[src/rtl/muldiv_if.sv]
// muldiv_if: request/result bundle between the issue logic and muldiv_unit.
//   Start  - request strobe
//   Op     - operation select (MULT/MULTU/DIV/DIVU/MTHI/MTLO)
//   Op_A   - rs operand from register file read port A
//   Op_B   - rt operand from register file read port B
//   Busy   - operation in progress
//   Done   - one-cycle pulse when HI/LO take a mult/div result
//   HI, LO - architectural HI/LO registers
// Modports: master drives the request, slave is the muldiv_unit side.
interface muldiv_if #(
  parameter int WIDTH = 32
);
  logic             Start;
  logic [2:0]       Op;
  logic [WIDTH-1:0] Op_A;
  logic [WIDTH-1:0] Op_B;
  logic             Busy;
  logic             Done;
  logic [WIDTH-1:0] HI;
  logic [WIDTH-1:0] LO;

  modport master (
    output Start, Op, Op_A, Op_B,
    input  Busy, Done, HI, LO
  );

  modport slave (
    input  Start, Op, Op_A, Op_B,
    output Busy, Done, HI, LO
  );
endinterface

[src/rtl/muldiv_unit.sv]
// muldiv_unit: iterative multiply/divide unit holding the MIPS HI/LO registers.
// Executes MULT, MULTU, DIV, DIVU (WIDTH iterations + one sign-fixup cycle)
// and MTHI/MTLO (written on the start edge).
// Ports:
//   CLK - system clock, rising edge
//   RST - asynchronous active-high reset
//   bus - muldiv_if.slave: Start/Op/Op_A/Op_B in, Busy/Done/HI/LO out
// Optional build macro MULDIV_FAST_MUL_EN: MULT/MULTU use a combinational
// multiplier and finish on the start edge; divides stay iterative.
module muldiv_unit #(
  parameter int WIDTH = 32
) (
  input  logic    CLK,
  input  logic    RST,
  muldiv_if.slave bus
);
  localparam int CW = $clog2(WIDTH) + 1;

  typedef enum logic [1:0] {IDLE, CALC, SIGN} state_t;

  state_t             state_q, state_d;
  logic [CW-1:0]      cnt_q, cnt_d;
  logic [2*WIDTH-1:0] acc_q, acc_d;       // {partial product|remainder, multiplier|dividend}
  logic [WIDTH-1:0]   opnd_q, opnd_d;     // multiplicand or divisor magnitude
  logic [WIDTH-1:0]   a_orig_q, a_orig_d; // raw Op_A, needed for divide-by-zero HI
  logic               is_div_q, is_div_d;
  logic               neg_q, neg_d;       // negate product / quotient
  logic               rneg_q, rneg_d;     // remainder takes sign of A
  logic               dz_q, dz_d;         // divide by zero
  logic [WIDTH-1:0]   hi_q, hi_d, lo_q, lo_d;
  logic               busy_q, busy_d, done_q, done_d;

  logic               sgn_op, fast_mul;
  logic [WIDTH-1:0]   mag_a, mag_b;
  logic [WIDTH:0]     msum, dtrial;
  logic [2*WIDTH-1:0] prod_fix, fast_prod;
  logic [WIDTH-1:0]   quo_fix, rem_raw, rem_fix;

  // Op[0]=0 selects the signed variant for the four arithmetic ops.
  assign sgn_op = !bus.Op[0];
  assign mag_a  = (sgn_op && bus.Op_A[WIDTH-1]) ? -bus.Op_A : bus.Op_A;
  assign mag_b  = (sgn_op && bus.Op_B[WIDTH-1]) ? -bus.Op_B : bus.Op_B;

`ifdef MULDIV_FAST_MUL_EN
  logic [2*WIDTH-1:0] ext_a, ext_b;
  // Low 2*WIDTH bits of the product of the extended operands are exact for
  // both signed and unsigned interpretations.
  assign ext_a     = {{WIDTH{sgn_op & bus.Op_A[WIDTH-1]}}, bus.Op_A};
  assign ext_b     = {{WIDTH{sgn_op & bus.Op_B[WIDTH-1]}}, bus.Op_B};
  assign fast_prod = ext_a * ext_b;
  assign fast_mul  = !bus.Op[1];
`else
  assign fast_prod = '0;
  assign fast_mul  = 1'b0;
`endif

  // Shift-add step: add multiplicand into the upper half when the current
  // multiplier LSB is set, then shift the whole accumulator right.
  assign msum   = {1'b0, acc_q[2*WIDTH-1:WIDTH]} + (acc_q[0] ? {1'b0, opnd_q} : '0);
  // Restoring divide step: trial-subtract divisor from the shifted remainder.
  assign dtrial = acc_q[2*WIDTH-1:WIDTH-1] - {1'b0, opnd_q};

  assign prod_fix = neg_q ? -acc_q : acc_q;
  assign quo_fix  = neg_q ? -acc_q[WIDTH-1:0] : acc_q[WIDTH-1:0];
  assign rem_raw  = acc_q[2*WIDTH-1:WIDTH];
  assign rem_fix  = (rneg_q && (rem_raw != '0)) ? -rem_raw : rem_raw;

  always_comb begin
    state_d  = state_q;
    cnt_d    = cnt_q;
    acc_d    = acc_q;
    opnd_d   = opnd_q;
    a_orig_d = a_orig_q;
    is_div_d = is_div_q;
    neg_d    = neg_q;
    rneg_d   = rneg_q;
    dz_d     = dz_q;
    hi_d     = hi_q;
    lo_d     = lo_q;
    busy_d   = busy_q;
    done_d   = 1'b0;
    unique case (state_q)
      IDLE: begin
        if (bus.Start) begin
          if (!bus.Op[2]) begin
            if (fast_mul) begin
              hi_d   = fast_prod[2*WIDTH-1:WIDTH];
              lo_d   = fast_prod[WIDTH-1:0];
              done_d = 1'b1;
            end else begin
              a_orig_d = bus.Op_A;
              is_div_d = bus.Op[1];
              dz_d     = bus.Op[1] && (bus.Op_B == '0);
              neg_d    = sgn_op && (bus.Op_A[WIDTH-1] ^ bus.Op_B[WIDTH-1]);
              rneg_d   = sgn_op && bus.Op_A[WIDTH-1];
              opnd_d   = mag_b;
              acc_d    = {{WIDTH{1'b0}}, mag_a};
              cnt_d    = '0;
              busy_d   = 1'b1;
              state_d  = CALC;
            end
          end else if (bus.Op[1:0] == 2'b00) begin
            hi_d = bus.Op_A;
          end else if (bus.Op[1:0] == 2'b01) begin
            lo_d = bus.Op_A;
          end
        end
      end
      CALC: begin
        if (is_div_q) begin
          acc_d = dtrial[WIDTH] ? {acc_q[2*WIDTH-2:0], 1'b0}
                                : {dtrial[WIDTH-1:0], acc_q[WIDTH-2:0], 1'b1};
        end else begin
          acc_d = {msum, acc_q[WIDTH-1:1]};
        end
        cnt_d = cnt_q + CW'(1);
        if (cnt_q == CW'(WIDTH - 1)) begin
          state_d = SIGN;
        end
      end
      SIGN: begin
        if (dz_q) begin
          lo_d = '1;
          hi_d = a_orig_q;
        end else if (is_div_q) begin
          lo_d = quo_fix;
          hi_d = rem_fix;
        end else begin
          hi_d = prod_fix[2*WIDTH-1:WIDTH];
          lo_d = prod_fix[WIDTH-1:0];
        end
        done_d  = 1'b1;
        busy_d  = 1'b0;
        cnt_d   = '0;
        state_d = IDLE;
      end
      default: state_d = IDLE;
    endcase
  end

  always_ff @(posedge CLK or posedge RST) begin
    if (RST) begin
      state_q  <= IDLE;
      cnt_q    <= '0;
      acc_q    <= '0;
      opnd_q   <= '0;
      a_orig_q <= '0;
      is_div_q <= 1'b0;
      neg_q    <= 1'b0;
      rneg_q   <= 1'b0;
      dz_q     <= 1'b0;
      hi_q     <= '0;
      lo_q     <= '0;
      busy_q   <= 1'b0;
      done_q   <= 1'b0;
    end else begin
      state_q  <= state_d;
      cnt_q    <= cnt_d;
      acc_q    <= acc_d;
      opnd_q   <= opnd_d;
      a_orig_q <= a_orig_d;
      is_div_q <= is_div_d;
      neg_q    <= neg_d;
      rneg_q   <= rneg_d;
      dz_q     <= dz_d;
      hi_q     <= hi_d;
      lo_q     <= lo_d;
      busy_q   <= busy_d;
      done_q   <= done_d;
    end
  end

  assign bus.Busy = busy_q;
  assign bus.Done = done_q;
  assign bus.HI   = hi_q;
  assign bus.LO   = lo_q;
endmodule

[src/flat_wrapper.sv]
// flat-port wrapper written by rule: the top's interface ports become plain ports
module muldiv_unit_flat 
#(
  parameter int WIDTH = 32
)
  (CLK, RST, bus_Start, bus_Op, bus_Op_A, bus_Op_B, bus_Busy, bus_Done, bus_HI, bus_LO);
  muldiv_if #(.WIDTH(WIDTH)) bus_i ();
  input  logic CLK;
  input  logic RST;
  input wire logic [$bits(bus_i.Start)-1:0] bus_Start;
  input wire logic [$bits(bus_i.Op)-1:0] bus_Op;
  input wire logic [$bits(bus_i.Op_A)-1:0] bus_Op_A;
  input wire logic [$bits(bus_i.Op_B)-1:0] bus_Op_B;
  output wire logic [$bits(bus_i.Busy)-1:0] bus_Busy;
  output wire logic [$bits(bus_i.Done)-1:0] bus_Done;
  output wire logic [$bits(bus_i.HI)-1:0] bus_HI;
  output wire logic [$bits(bus_i.LO)-1:0] bus_LO;
  assign bus_i.Start = bus_Start;
  assign bus_i.Op = bus_Op;
  assign bus_i.Op_A = bus_Op_A;
  assign bus_i.Op_B = bus_Op_B;
  assign bus_Busy = bus_i.Busy;
  assign bus_Done = bus_i.Done;
  assign bus_HI = bus_i.HI;
  assign bus_LO = bus_i.LO;
  muldiv_unit #(.WIDTH(WIDTH)) u_core (.CLK(CLK), .RST(RST), .bus(bus_i));
endmodule
[config.mk]
export PLATFORM = sky130hd
export DESIGN_NAME = muldiv_unit_flat
export DESIGN_NICKNAME = d
export VERILOG_FILES = /design/src/rtl/muldiv_if.sv /design/src/rtl/muldiv_unit.sv /design/src/flat_wrapper.sv
export SDC_FILE = /design/constraint.sdc
export NUM_CORES = 1
export LEC_CHECK = 0
export BUFFER_PORTS_ARGS = -buffer_cell sky130_fd_sc_hd__buf_4
export CAP_MARGIN = 15
export CELL_PAD_IN_SITES_DETAIL_PLACEMENT = 1
export CELL_PAD_IN_SITES_GLOBAL_PLACEMENT = 1
export CORE_UTILIZATION = 45
export DETAILED_ROUTE_END_ITERATION = 12
export PLACE_DENSITY_LB_ADDON = 0.1
export SYNTH_ARGS = -nofsm -noshare
export SYNTH_HDL_FRONTEND = slang
export SYNTH_SLANG_ARGS = --single-unit
[constraint.sdc]
create_clock -name CLK -period 7.8 [get_ports CLK]
set_input_delay 1.56 -clock CLK [delete_from_list [all_inputs] [get_ports CLK]]
set_output_delay 1.56 -clock CLK [all_outputs]
set_load 0.005 [all_outputs]
== Yosys cells after proc, flatten, opt, wreduce, memory -nomap -nowiden ==
Cells that the tools add are included.

* Bits in registers: 206
* Bits of input ports: 70
* Output and inout port bits: 66
* Logic and storage cells: 89

* Add/sub/neg operators: 8
* Equality and inequality tests: 11
* Muxes and demuxes: 35
* Bitwise logic cells: 2
* Reductions and logical operators: 20

{| class="wikitable"
|+ Operators with widths
! kind !! count
|-
| $mux W32 || 16
|-
| $mux W64 || 5
|-
| $neg A32 Y32 || 4
|-
| $pmux W32 S2 || 2
|-
| $pmux W64 S2 || 1
|-
| $neg A64 Y64 || 1
|-
| $add A32 B33 Y33 || 1
|-
| $sub A33 B32 Y33 || 1
|-
| $logic_not A32 Y1 || 1
|-
| $reduce_bool A32 Y1 || 1
|-
| $pmux W6 S3 || 1
|-
| $reduce_and A3 Y1 || 5
|-
| $mux W6 || 2
|-
| $ne A2 B2 Y1 const B || 4
|-
| $add A6 B1 Y6 const B || 1
|-
| $eq A6 B5 Y1 const B || 1
|-
| $mux W2 || 3
|-
| $ne A2 B1 Y1 const B || 3
|-
| $logic_and A1 B1 Y1 || 5
|-
| $reduce_and A5 Y1 || 1
|-
| $eq A2 B1 Y1 const B || 2
|-
| $logic_not A2 Y1 || 2
|-
| $pmux W2 S2 || 1
|-
| $reduce_and A4 Y1 || 1
|-
| other kinds (8) || 11
|}

== Depth between registers and ports, before layout ==
* Depth in word-level cells: 6
* Mapped depth: 14
* Mapped depth without buffers: 13

== Worst setup path before layout ==
No wires, ideal clock.

* Path kind: input-to-reg
* Start: input port bus_Op_A[6]
* End: register u_core.acc_q[29]
* Setup time: 0.135 ns
* Data arrival time: 3.801 ns
* Data required time: 7.665 ns
* Setup slack: 3.864 ns
* Stages: 10
* Path buffers: 1
* Cells stage by stage: buf_2 or4_1 nor4_1 nand3_1 or3_1 o31ai_1 xor2_1 nand2_1 o211ai_1 o21ai_0

* Longest elaborated chain between the ends: 5

{| class="wikitable"
|+ RTL lines
! item !! line !! RTL
|-
| start, declared || flat_wrapper.sv:12 || <nowiki>input wire logic [$bits(bus_i.Op_A)-1:0] bus_Op_A;</nowiki>
|-
| $neg A32 Y32 || muldiv_unit.sv:41 || <nowiki>assign mag_a = (sgn_op && bus.Op_A[WIDTH-1]) ? -bus.Op_A : bus.Op_A;</nowiki>
|-
| $mux W32 || muldiv_unit.sv:41 ||
|-
| $mux W64 || muldiv_unit.sv:85 || <nowiki>if (!bus.Op[2]) begin</nowiki>
|-
| $mux W64 || muldiv_unit.sv:84 || <nowiki>if (bus.Start) begin</nowiki>
|-
| $pmux W64 S2 || muldiv_unit.sv:82 || <nowiki>unique case (state_q)</nowiki>
|-
| end signal, assigned || muldiv_unit.sv:145 || <nowiki>acc_q <= '0;</nowiki>
|-
| end signal, assigned || muldiv_unit.sv:159 || <nowiki>acc_q <= acc_d;</nowiki>
|-
| end, declared || muldiv_unit.sv:23 || <nowiki>logic [2*WIDTH-1:0] acc_q, acc_d;</nowiki>
|}

No other way between the ends. The select of a mux whose other input is x is not followed.
A chain may end at the register's enable or synchronous reset.

== Worst setup path in the final report ==
* Start: register u_core.acc_q[31]
* End: register u_core.acc_q[32]

* Longest elaborated chain between the ends: 4

{| class="wikitable"
|+ RTL lines
! item !! line !! RTL
|-
| $sub A33 B32 Y33 || muldiv_unit.sv:61 || <nowiki>assign dtrial = acc_q[2*WIDTH-1:WIDTH-1] - {1'b0, opnd_q};</nowiki>
|-
| $mux W64 (*) || muldiv_unit.sv:111 || <nowiki>acc_d = dtrial[WIDTH] ? {acc_q[2*WIDTH-2:0], 1'b0}</nowiki>
|-
| $mux W64 (*) || muldiv_unit.sv:110 || <nowiki>if (is_div_q) begin</nowiki>
|-
| $pmux W64 S2 (*) || muldiv_unit.sv:82 ||
|}

Mark *: on every way between the ends. The rest lies on a longest branch, timed or not.

==> flow_metrics.env <==
export IMPL_port_buffers=135
export IMPL_fin_crit_sh_pct=55.5
export IMPL_hold_class="flop to flop"
export IMPL_path_class="flop to flop"
export IMPL_numCtsBuffers=27
export IMPL_clock_latency_ps=550
export IMPL_fmax_mhz=231
export IMPL_dieArea_um2=35500
export IMPL_area_growth_pct=13.8
export IMPL_max_cap_violations=0
export IMPL_diodes=0
export IMPL_setup_tns_ps=0
export IMPL_synth_seq_cells=206
export IMPL_syn_inst=1975
export IMPL_antenna_found_initial=0
export IMPL_ys_seq_area_share_pct=33.0
export IMPL_synth_edff_count=0
export IMPL_cts_root_buf="clkbuf_16"
export IMPL_final_hold_violation_count=0
export IMPL_cp_data_arrival_time_ps=4720
export IMPL_crit_fanout=55
export IMPL_synth_area_um2=15600
export IMPL_slew_viol_final=0
export IMPL_htree_levels=1
export IMPL_postSynthAreaPerCell_um2=7.92
export IMPL_gp_congestion=0.931
export IMPL_ir_drop_mv=0.253
export IMPL_rows=67
export IMPL_ctsResizeCount=0
export IMPL_hpwlAfterDp_um=41600
export IMPL_worstMarginPinSlew_ps=1070
export IMPL_finClkSkew_ps=17.9
export IMPL_p_int_mw=3.72
export IMPL_tritoncts="done"
export IMPL_viasPerCell=6.20
export IMPL_routed_wl_um=56700
export IMPL_drc=0
export IMPL_p_leak_nw=7.70
export IMPL_clockBufferDepth=3
export IMPL_io_pins=136
export IMPL_sequentialPowerShare_pct=27.1
export IMPL_combPwrFrac_pct=54.9
export IMPL_design_core_area_um2=33900
export IMPL_power_switching_share_pct=47.4
export IMPL_die_h_um=188
export IMPL_min_period_ps=4330
export IMPL_cp_required_ps=8190
export IMPL_pwr_share_clk_pct=18.0
export IMPL_antenna_left=0
export IMPL_p_sw_mw=3.35
export IMPL_ys_warnings_count=0
export IMPL_synth_main_ff_cell="dfrtp_1"
export IMPL_drive_above_1_share_pct=11.1
export IMPL_crit_path_start_kind="flop"
export IMPL_post_cts_buffers=0
export IMPL_r2r_setup_slack_ps=3470
export IMPL_layout_nets=2171
export IMPL_first_pass_iters=5
export IMPL_grt_pass1_vias=15900
export IMPL_initial_core_util_pct=46.2
export IMPL_postPlaceCellArea_um2=16900
export IMPL_grtUsageTotal_pct=32.1
export IMPL_syn_num_nets=2116
export IMPL_cts_sinks=206
export IMPL_outcome="completed"
export IMPL_async_reset_ff_share_pct=100
export IMPL_wire_per_inst_um=22.7
export IMPL_grt_pass1_wl_um=90600
export IMPL_grt_overflow_total=0
export IMPL_p_per_area_nw_per_um2=397
export IMPL_die_w_um=188
export IMPL_relSlewSlack_pct=28.8
export IMPL_num_vias=15500
export IMPL_setup_violations=0
export IMPL_grt_setup_unrepaired="no"
export IMPL_drt_iter0_markers=1098
export IMPL_grt_start_max_net_pins=104
export IMPL_final_area_um2=17800
export IMPL_ctsHoldBuffers=0
export IMPL_path_clk_slew_ps=60
export IMPL_end_kind="flop"
export IMPL_synth_cell_types=73
[worst max-delay path, stage by stage, from the launching register on]
cell and delay (ps):
dfrtp_1 440, inv_1 170, ha_1 260, fa_1 390, nor2b_1 240, o31a_1 260, o21ai_0 230, a211o_1 400
a211o_1 320, o211ai_1 90, buf_4 550, nor2_1 220, a21oi_1 380, o221ai_1 170
[cells by family (layout without fill, tap and decap cells)]
| logic type | after synthesis | count (layout) | share of synthesized area [%] |
|---|---|---|---|
| AO/OA/AOI/OAI | 617 | 617 | 24.9 |
| XOR/XNOR | 158 | 158 | 8.85 |
| buffers and inverters | 189 | 264 | 4.59 |
| AND/OR/NAND/NOR | 692 | 692 | 20.2 |
| flip-flops | 206 | 206 | 33.0 |
| adder cells (fa/ha/maj) | 71 | 71 | 5.78 |
| multiplexers | 42 | 42 | 2.73 |
[layout by cell type (no fill, tap or decap), types with 19 or more instances in the layout]
cell type  netlist  layout
nand2_1        290     289
dfrtp_1        206     205
o21ai_0        195     195
nor2_1         174     170
buf_4            1     155
a21oi_1        124     124
xnor2_1         98      98
ha_1            69      69
xor2_1          60      60
inv_1           60      59
o22ai_1         44      44
nor3_1          41      41
mux2i_1         40      40
a211oi_1        38      38
o31ai_1         32      32
o211ai_1        31      31
a21o_1          30      30
nand2b_1        27      27
clkbuf_16        0      27
nand3_1         23      23
or3_1           19      19
[sequential cells by signal (all words and copies together), names as in the netlist]
register	cells
u_core.neg_q	1
u_core.rneg_q	1
u_core.bus.HI	32
u_core.bus.Busy	1
u_core.is_div_q	1
u_core.cnt_q	6
u_core.opnd_q	32
u_core.a_orig_q	32
u_core.state_q	2
u_core.dz_q	1
u_core.bus.LO	32
u_core.bus.Done	1
u_core.acc_q	64
[layer usage]
layer / wire (um) / share of wire, % / global-route usage, % / vias to the layer above
li1: - / - / - / 7193
met1: 24100 / 42 / 41.6 / 7659
met2: 27400 / 48 / 55.2 / 519
met3: 2870 / 5.1 / 2.92 / 118
met4: 2320 / 4.1 / 12.7 / 0
met5: 0 / 0 / 0 / -
[final cells by class]
type	instances	area, um^2
Fill cell	4152	16100
Multi-Input combinational cell	1580	9790
Sequential cell	206	5160
Timing Repair Buffer	155	1160
Clock buffer	42	812
Tap cell	448	561
Inverter	60	233
Clock inverter	7	91.3
[per-stage QoR]
stage | util, % | total power, mW | worst slack [ps] | cells | hold slack [ps]
final | 52.6 | 7.07 | 3470 | 2498 | 475
after global routing | 52.6 | 7.57 | 3310 | 2498 | 499
after CTS | 52.6 | 7.03 | 3480 | 2497 | 482
after detailed placement | 49.9 | 5.72 | 3160 | 2448 | 462
after global placement | 49.9 | 5.58 | 3200 | 2448 | 458
after floorplan | - | 4.52 | 616 | 1975 | 442
[synth_stat cells, types with 31 or more instances]
cell type,number,area [um^2]
nor2_1,174,653
ha_1,69,863
xnor2_1,98,858
dfrtp_1,206,5150
o21ai_0,195,976
o22ai_1,44,275
nor3_1,41,205
a21oi_1,124,621
nand2_1,290,1090
a211oi_1,38,285
xor2_1,60,526
clkbuf_1,113,424
o31ai_1,32,240
o211ai_1,31,233
inv_1,60,225
mux2i_1,40,400
[path summary, 6_finish.rpt]
check | start | to | cells past startpoint
setup / recovery | u_core.acc_q[31] | u_core.acc_q[32] | 13
hold / removal | u_core.opnd_q[6] | u_core.opnd_q[6] | 2
setup reg to reg | u_core.acc_q[31] | u_core.acc_q[32] | 13
hold reg to reg | u_core.opnd_q[6] | u_core.opnd_q[6] | 2
max in group asynchronous | RST | u_core.opnd_q[17] | 3
min in group asynchronous | RST | u_core.bus.HI[9] | 2
[power by group through the flow]
stage / registers, mW / clock network [mW] / logic [mW]
5_1_grt: 1.96 / 1.33 / 4.28
2_1_floorplan: 1.67 / 0 / 2.85
3_3_place_gp: 1.89 / 0 / 3.69
3_5_place_dp: 1.91 / 0 / 3.81
6_report: 1.91 / 1.27 / 3.88
4_1_cts: 1.89 / 1.29 / 3.84
(Power assumes the default switching activity.)
